File: src/rtl/fetch_unit.sv
// ============================================================================
// Module      : fetch_unit
// Description : Instruction-fetch stage. Single-outstanding I-cache handshake,
//               redirect handling and IF/ID pipeline register.
//               Optional counters enabled by macro FETCH_PERF_EN.
// Revision    : 1.0 - initial release
// ============================================================================
`default_nettype none

module fetch_unit #(
    parameter logic [31:0] RESET_PC  = 32'h0000_0000,
    parameter logic [31:0] NOP_INSTR = 32'h0000_0013
) (
    input  logic        clk,
    input  logic        rst_n,
    input  logic        stall,
    input  logic        flush_d,
    input  logic [1:0]  pcsrc,
    input  logic [31:0] pc_target_e,
    input  logic [31:0] jalr_target,
    output logic        icache_req,
    output logic [31:0] icache_addr,
    input  logic        icache_rvalid,
    input  logic [31:0] icache_rdata,
    output logic [31:0] instr_d,
    output logic [31:0] pc_d,
    output logic [31:0] pcplus4_d,
    output logic        valid_d
`ifdef FETCH_PERF_EN
    ,
    output logic [31:0] miss_cycles,
    output logic [31:0] fetched_count
`endif
);

    typedef enum logic [1:0] {
        S_FETCH = 2'd0,
        S_WAIT  = 2'd1,
        S_DROP  = 2'd2
    } state_t;

    state_t      r_state;
    logic [31:0] r_pc_f;
    logic [31:0] r_pending_pc;
    logic [31:0] r_buf;
    logic        r_buf_valid;

    logic        w_req;
    logic        w_redirect;
    logic [31:0] w_target_raw;
    logic [31:0] w_target;
    logic        w_resp;
    logic        w_load;
    logic [31:0] w_load_data;
    logic [31:0] w_pc_plus4;

    assign w_req = ((r_state == S_FETCH) && !r_buf_valid && !stall)
                 || (r_state == S_WAIT) || (r_state == S_DROP);

    assign icache_req  = w_req;
    assign icache_addr = r_pc_f;

    assign w_redirect   = |pcsrc;
    assign w_target_raw = pcsrc[1] ? jalr_target : pc_target_e;
    assign w_target     = w_target_raw & ~32'h3;
    assign w_pc_plus4   = r_pc_f + 32'd4;

    // A response only counts for the live path; DROP responses are discarded.
    assign w_resp      = icache_rvalid && w_req && (r_state != S_DROP);
    assign w_load      = !w_redirect && !flush_d && !stall && (r_buf_valid || w_resp);
    assign w_load_data = r_buf_valid ? r_buf : icache_rdata;

    always_ff @(posedge clk or negedge rst_n) begin
        if (!rst_n) begin
            r_state      <= S_FETCH;
            r_pc_f       <= RESET_PC;
            r_pending_pc <= RESET_PC;
            r_buf        <= NOP_INSTR;
            r_buf_valid  <= 1'b0;
            instr_d      <= NOP_INSTR;
            pc_d         <= 32'd0;
            pcplus4_d    <= 32'd0;
            valid_d      <= 1'b0;
        end else if (w_redirect) begin
            instr_d     <= NOP_INSTR;
            valid_d     <= 1'b0;
            r_buf_valid <= 1'b0;
            // The cache still owes us a word for the old address: wait it out.
            if (w_req && !icache_rvalid) begin
                r_pending_pc <= w_target;
                r_state      <= S_DROP;
            end else begin
                r_pc_f  <= w_target;
                r_state <= S_FETCH;
            end
        end else if (r_state == S_DROP) begin
            if (icache_rvalid) begin
                r_pc_f  <= r_pending_pc;
                r_state <= S_FETCH;
            end
            if (flush_d || !stall) begin
                instr_d <= NOP_INSTR;
                valid_d <= 1'b0;
            end
        end else begin
            if (w_resp) begin
                r_state <= S_FETCH;
            end else if (w_req) begin
                r_state <= S_WAIT;
            end

            if (flush_d) begin
                // Word is lost and pc_f stays put, so the same address is refetched.
                instr_d <= NOP_INSTR;
                valid_d <= 1'b0;
                if (!stall) begin
                    r_buf_valid <= 1'b0;
                end
            end else if (stall) begin
                if (w_resp) begin
                    r_buf       <= icache_rdata;
                    r_buf_valid <= 1'b1;
                end
            end else if (w_load) begin
                instr_d     <= w_load_data;
                pc_d        <= r_pc_f;
                pcplus4_d   <= w_pc_plus4;
                valid_d     <= 1'b1;
                r_pc_f      <= w_pc_plus4;
                r_buf_valid <= 1'b0;
            end else begin
                instr_d <= NOP_INSTR;
                valid_d <= 1'b0;
            end
        end
    end

`ifdef FETCH_PERF_EN
    always_ff @(posedge clk or negedge rst_n) begin
        if (!rst_n) begin
            miss_cycles   <= 32'd0;
            fetched_count <= 32'd0;
        end else begin
            if (((r_state == S_WAIT) || (r_state == S_DROP)) && (miss_cycles != 32'hFFFF_FFFF)) begin
                miss_cycles <= miss_cycles + 32'd1;
            end
            if (w_load && (fetched_count != 32'hFFFF_FFFF)) begin
                fetched_count <= fetched_count + 32'd1;
            end
        end
    end
`endif

endmodule

`default_nettype wire
File: config.mk
export PLATFORM = sky130hd
export DESIGN_NAME = fetch_unit
export DESIGN_NICKNAME = d
export VERILOG_FILES = /design/src/rtl/fetch_unit.sv
export SDC_FILE = /design/constraint.sdc
export NUM_CORES = 1
export LEC_CHECK = 0
export CAP_MARGIN = 10
export CORE_MARGIN = 2
export CORE_UTILIZATION = 54
export DETAILED_ROUTE_END_ITERATION = 7
export GPL_TIMING_DRIVEN = 0
export PLACE_DENSITY = 0.95
export SYNTH_ARGS = -nofsm -noshare
export SYNTH_HDL_FRONTEND = slang
export SYNTH_SLANG_ARGS = --single-unit
File: constraint.sdc
create_clock -name clk -period 3.7 [get_ports clk]
set_clock_uncertainty 0.1 [all_clocks]
set_input_delay 0.74 -clock clk [delete_from_list [all_inputs] [get_ports clk]]
set_output_delay 0.74 -clock clk [all_outputs]
set_load 0.005 [all_outputs]
==> impl_metrics.ini <==
[floorplanning]
initial_utilization = 0.5475
io_pins = 233
die_x_um = 135.7
coreArea_um2 = 17120
row_count = 48
die_h_um = 135.7
die_area_um2 = 18420

[yosys]
yosysUniqueCellTypes = 75
synthTopCellsByArea = dfrtp_1, mux2_2, o21ai_0
ys.flop_type = dfrtp_1
synth-seq-cells = 188
netlist_instances = 899
synth_top_area_cell = dfrtp_1
synth_common_cells = dfrtp_1, nand2_1, o21ai_0
yosysMostFrequentCell = dfrtp_1
syn-mean-instance-area_um2 = 10.42
ys_async_sr_fraction = 1.000
yosysTopAreaCellShare = 0.4860
ys_seq_area_frac = 0.5028
synth_area_um2 = 9371
yosys_warnings = 0
synth_edf_count = 0

[place]
dp.cells = 1350
portBuffers = 220
place_hpwl_um = 20990
gp_congestion = 0.9367
post-place-ws_ns = 0.3391
dpl_cell_area_um2 = 11910

[cts]
cts_setup_buffers = 0
cts_resized = 0
cts.sinks = 188
clk_pin_slew_worst_paths_ns = 0.07
clock_latency_ns = 0.44
ctsHoldBuffers = 0
h-tree-depth = 4
cts_made_buffers = 17
tritoncts = done
clock_tree.root_cell = clkbuf_16
cts_buffer_depth = 2

[hold_path]
hold_class = in -> async

[setup_path]
critPathArrivalTime_ns = 3.28
r2r_setup_slack_ns = 1.00
critPathLaunchType = input pin
cp_max_fo = 10
reg2reg_depth = 7
path_class = in -> reg
critPathRequiredTime_ns = 3.92
r2r-start = r_state[1]$_DFFE_PN0P_
cp-end-kind = register
timing.rr.end = icache_addr[26]$_DFFE_PN0P_

[timing]
period_share = 0.8284
worst_pin_slew_ns = 0.8627
rsz0062_at_grt = no
relSlewSlack = 0.4168
min_period_ns = 3.065
hold_viol_final = 0
tns_ns = 0
final-max-slew-violation-count = 0
max_freq_ghz = 0.3263
worst_slack_ns = 0.6351
setup_viol = 0

[flow_run]
maxCapViolations = 0

[detailed_routing]
dr.pass1.iters = 6
postRouteAntennaNets = 0
wl_per_cell_um = 20.76
wl_um = 28700
drt_iter0_markers = 967
via_per_inst = 6.124
vias = 8464
drcViolationCount = 0

[layout]
antenna_cells = 0
area_growth_pct = 33.03
fin_util = 0.7284
multi_input_area_um2 = 4265
stdcell_area_um2 = 12470
drive_gt1_frac = 0.1374
nNetsFinal = 1248
stdcell_count = 1382
seq_area_um2 = 4712
fill_cells = 1176

[pwr]
pwr_density_cell_nw_per_um2 = 531.4
irDropWorstVdd_uv = 406.0
leakagePower_nw = 5.252

[global_routing]
grt_max_degree = 120
grt_pass1_vias = 8368
grt_pass1_wl_um = 44920
grt_usage = 0.3163
antenna_found_initial = 0
grt_overflow = 0

[status]
outcome = finished clean
[layer usage]
| layer | share of wire | routed length, µm | vias up | GRT usage |
|---|---|---|---|---|
| met3 | 0.11 | 3195 | 87 | 0.08380 |
| met4 | 0.029 | 835 | 0 | 0.1076 |
| met5 | 0 | 0 | - | 0 |
| li1 | - | - | 3744 | - |
| met1 | 0.38 | 10940 | 4060 | 0.4074 |
| met2 | 0.48 | 13730 | 573 | 0.5199 |
[sequential cells by signal, summed over array words and instances (netlist names)]
signal / count
pc_d: 30
pcplus4_d: 30
r_state: 2
r_buf_valid: 1
icache_addr: 30
r_pending_pc: 30
instr_d: 32
r_buf: 32
valid_d: 1
[stage by stage]
stage	total power, mW	hold WS, ns
2_1_floorplan	3.702	0.3444
3_3_place_gp	4.754	0.3594
3_5_place_dp	4.849	0.3694
4_1_cts	6.606	0.1693
5_1_grt	6.917	0.1924
6_report	6.626	0.1468
[worst max path at each step]
stage,startpoint,to,cells past startpoint,slack (ns)
floorplan,pcsrc[1],icache_addr[29]$_DFFE_PN0P_,7,1.14
detailed placement,pcsrc[0],r_buf[18]$_DFFE_PN0P_,5,0.34
global route,pcsrc[0],r_buf[18]$_DFFE_PN0P_,5,0.52
global placement,rst_n,r_pending_pc[23]$_DFFE_PN0P_,1,-5.92
CTS,r_buf_valid$_DFFE_PN0P_,icache_req,5,0.66
finish,pcsrc[0],r_buf[18]$_DFFE_PN0P_,5,0.64
[layout by cell type, fill, tap and decap left out, types with 17 or more instances in the layout]
cell type and count:
clkbuf_1 36, clkdlybuf4s50_1 219, o31ai_1 17, nand2_1 118, a22oi_1 18, mux2_2 64
o21ai_1 18, mux2i_1 52, nor2_1 33, o21ai_0 115, clkbuf_16 17, buf_2 24
dfrtp_1 182
[logic make-up (layout without fill, tap and decap cells)]
family          Yosys count  in the layout  synth area share
compound gates          262            262            0.1833
xor+xnor                 27             27           0.02523
fa+ha+maj                 1              1          0.001335
buf+inv                  85            338           0.04406
flops                   188            188            0.5028
mux                     117            117            0.1336
other cells               1              6         0.0004001
simple gates            218            218            0.1092
[final cells by class]
class | instances | area share
buffer | 77 | 0.03071
multi-input combinational | 631 | 0.3421
sequential | 188 | 0.3780
clock inverter | 14 | 0.01054
tap | 225 | 0.02258
timing repair buffer | 221 | 0.1792
inverter | 8 | 0.002409
clock buffer | 18 | 0.03442
[worst max-delay path: stages]
cell and delay, ns:
clkdlybuf4s50_1 0.59, nor4b_1 0.84, nand2_1 0.39, buf_1 0.37, mux2_2 0.36
[report_power, final]
| part | total [mW] | leakage (nW) | switching (mW) | internal (mW) |
|---|---|---|---|---|
| clock network | 1.76 | 0.265 | 0.869 | 0.887 |
| registers | 2.90 | 2.44 | 0.398 | 2.50 |
| logic | 1.97 | 2.55 | 0.897 | 1.08 |
| total | 6.63 | 5.25 | 2.16 | 4.46 |
Power figures use the tool's default switching activity.
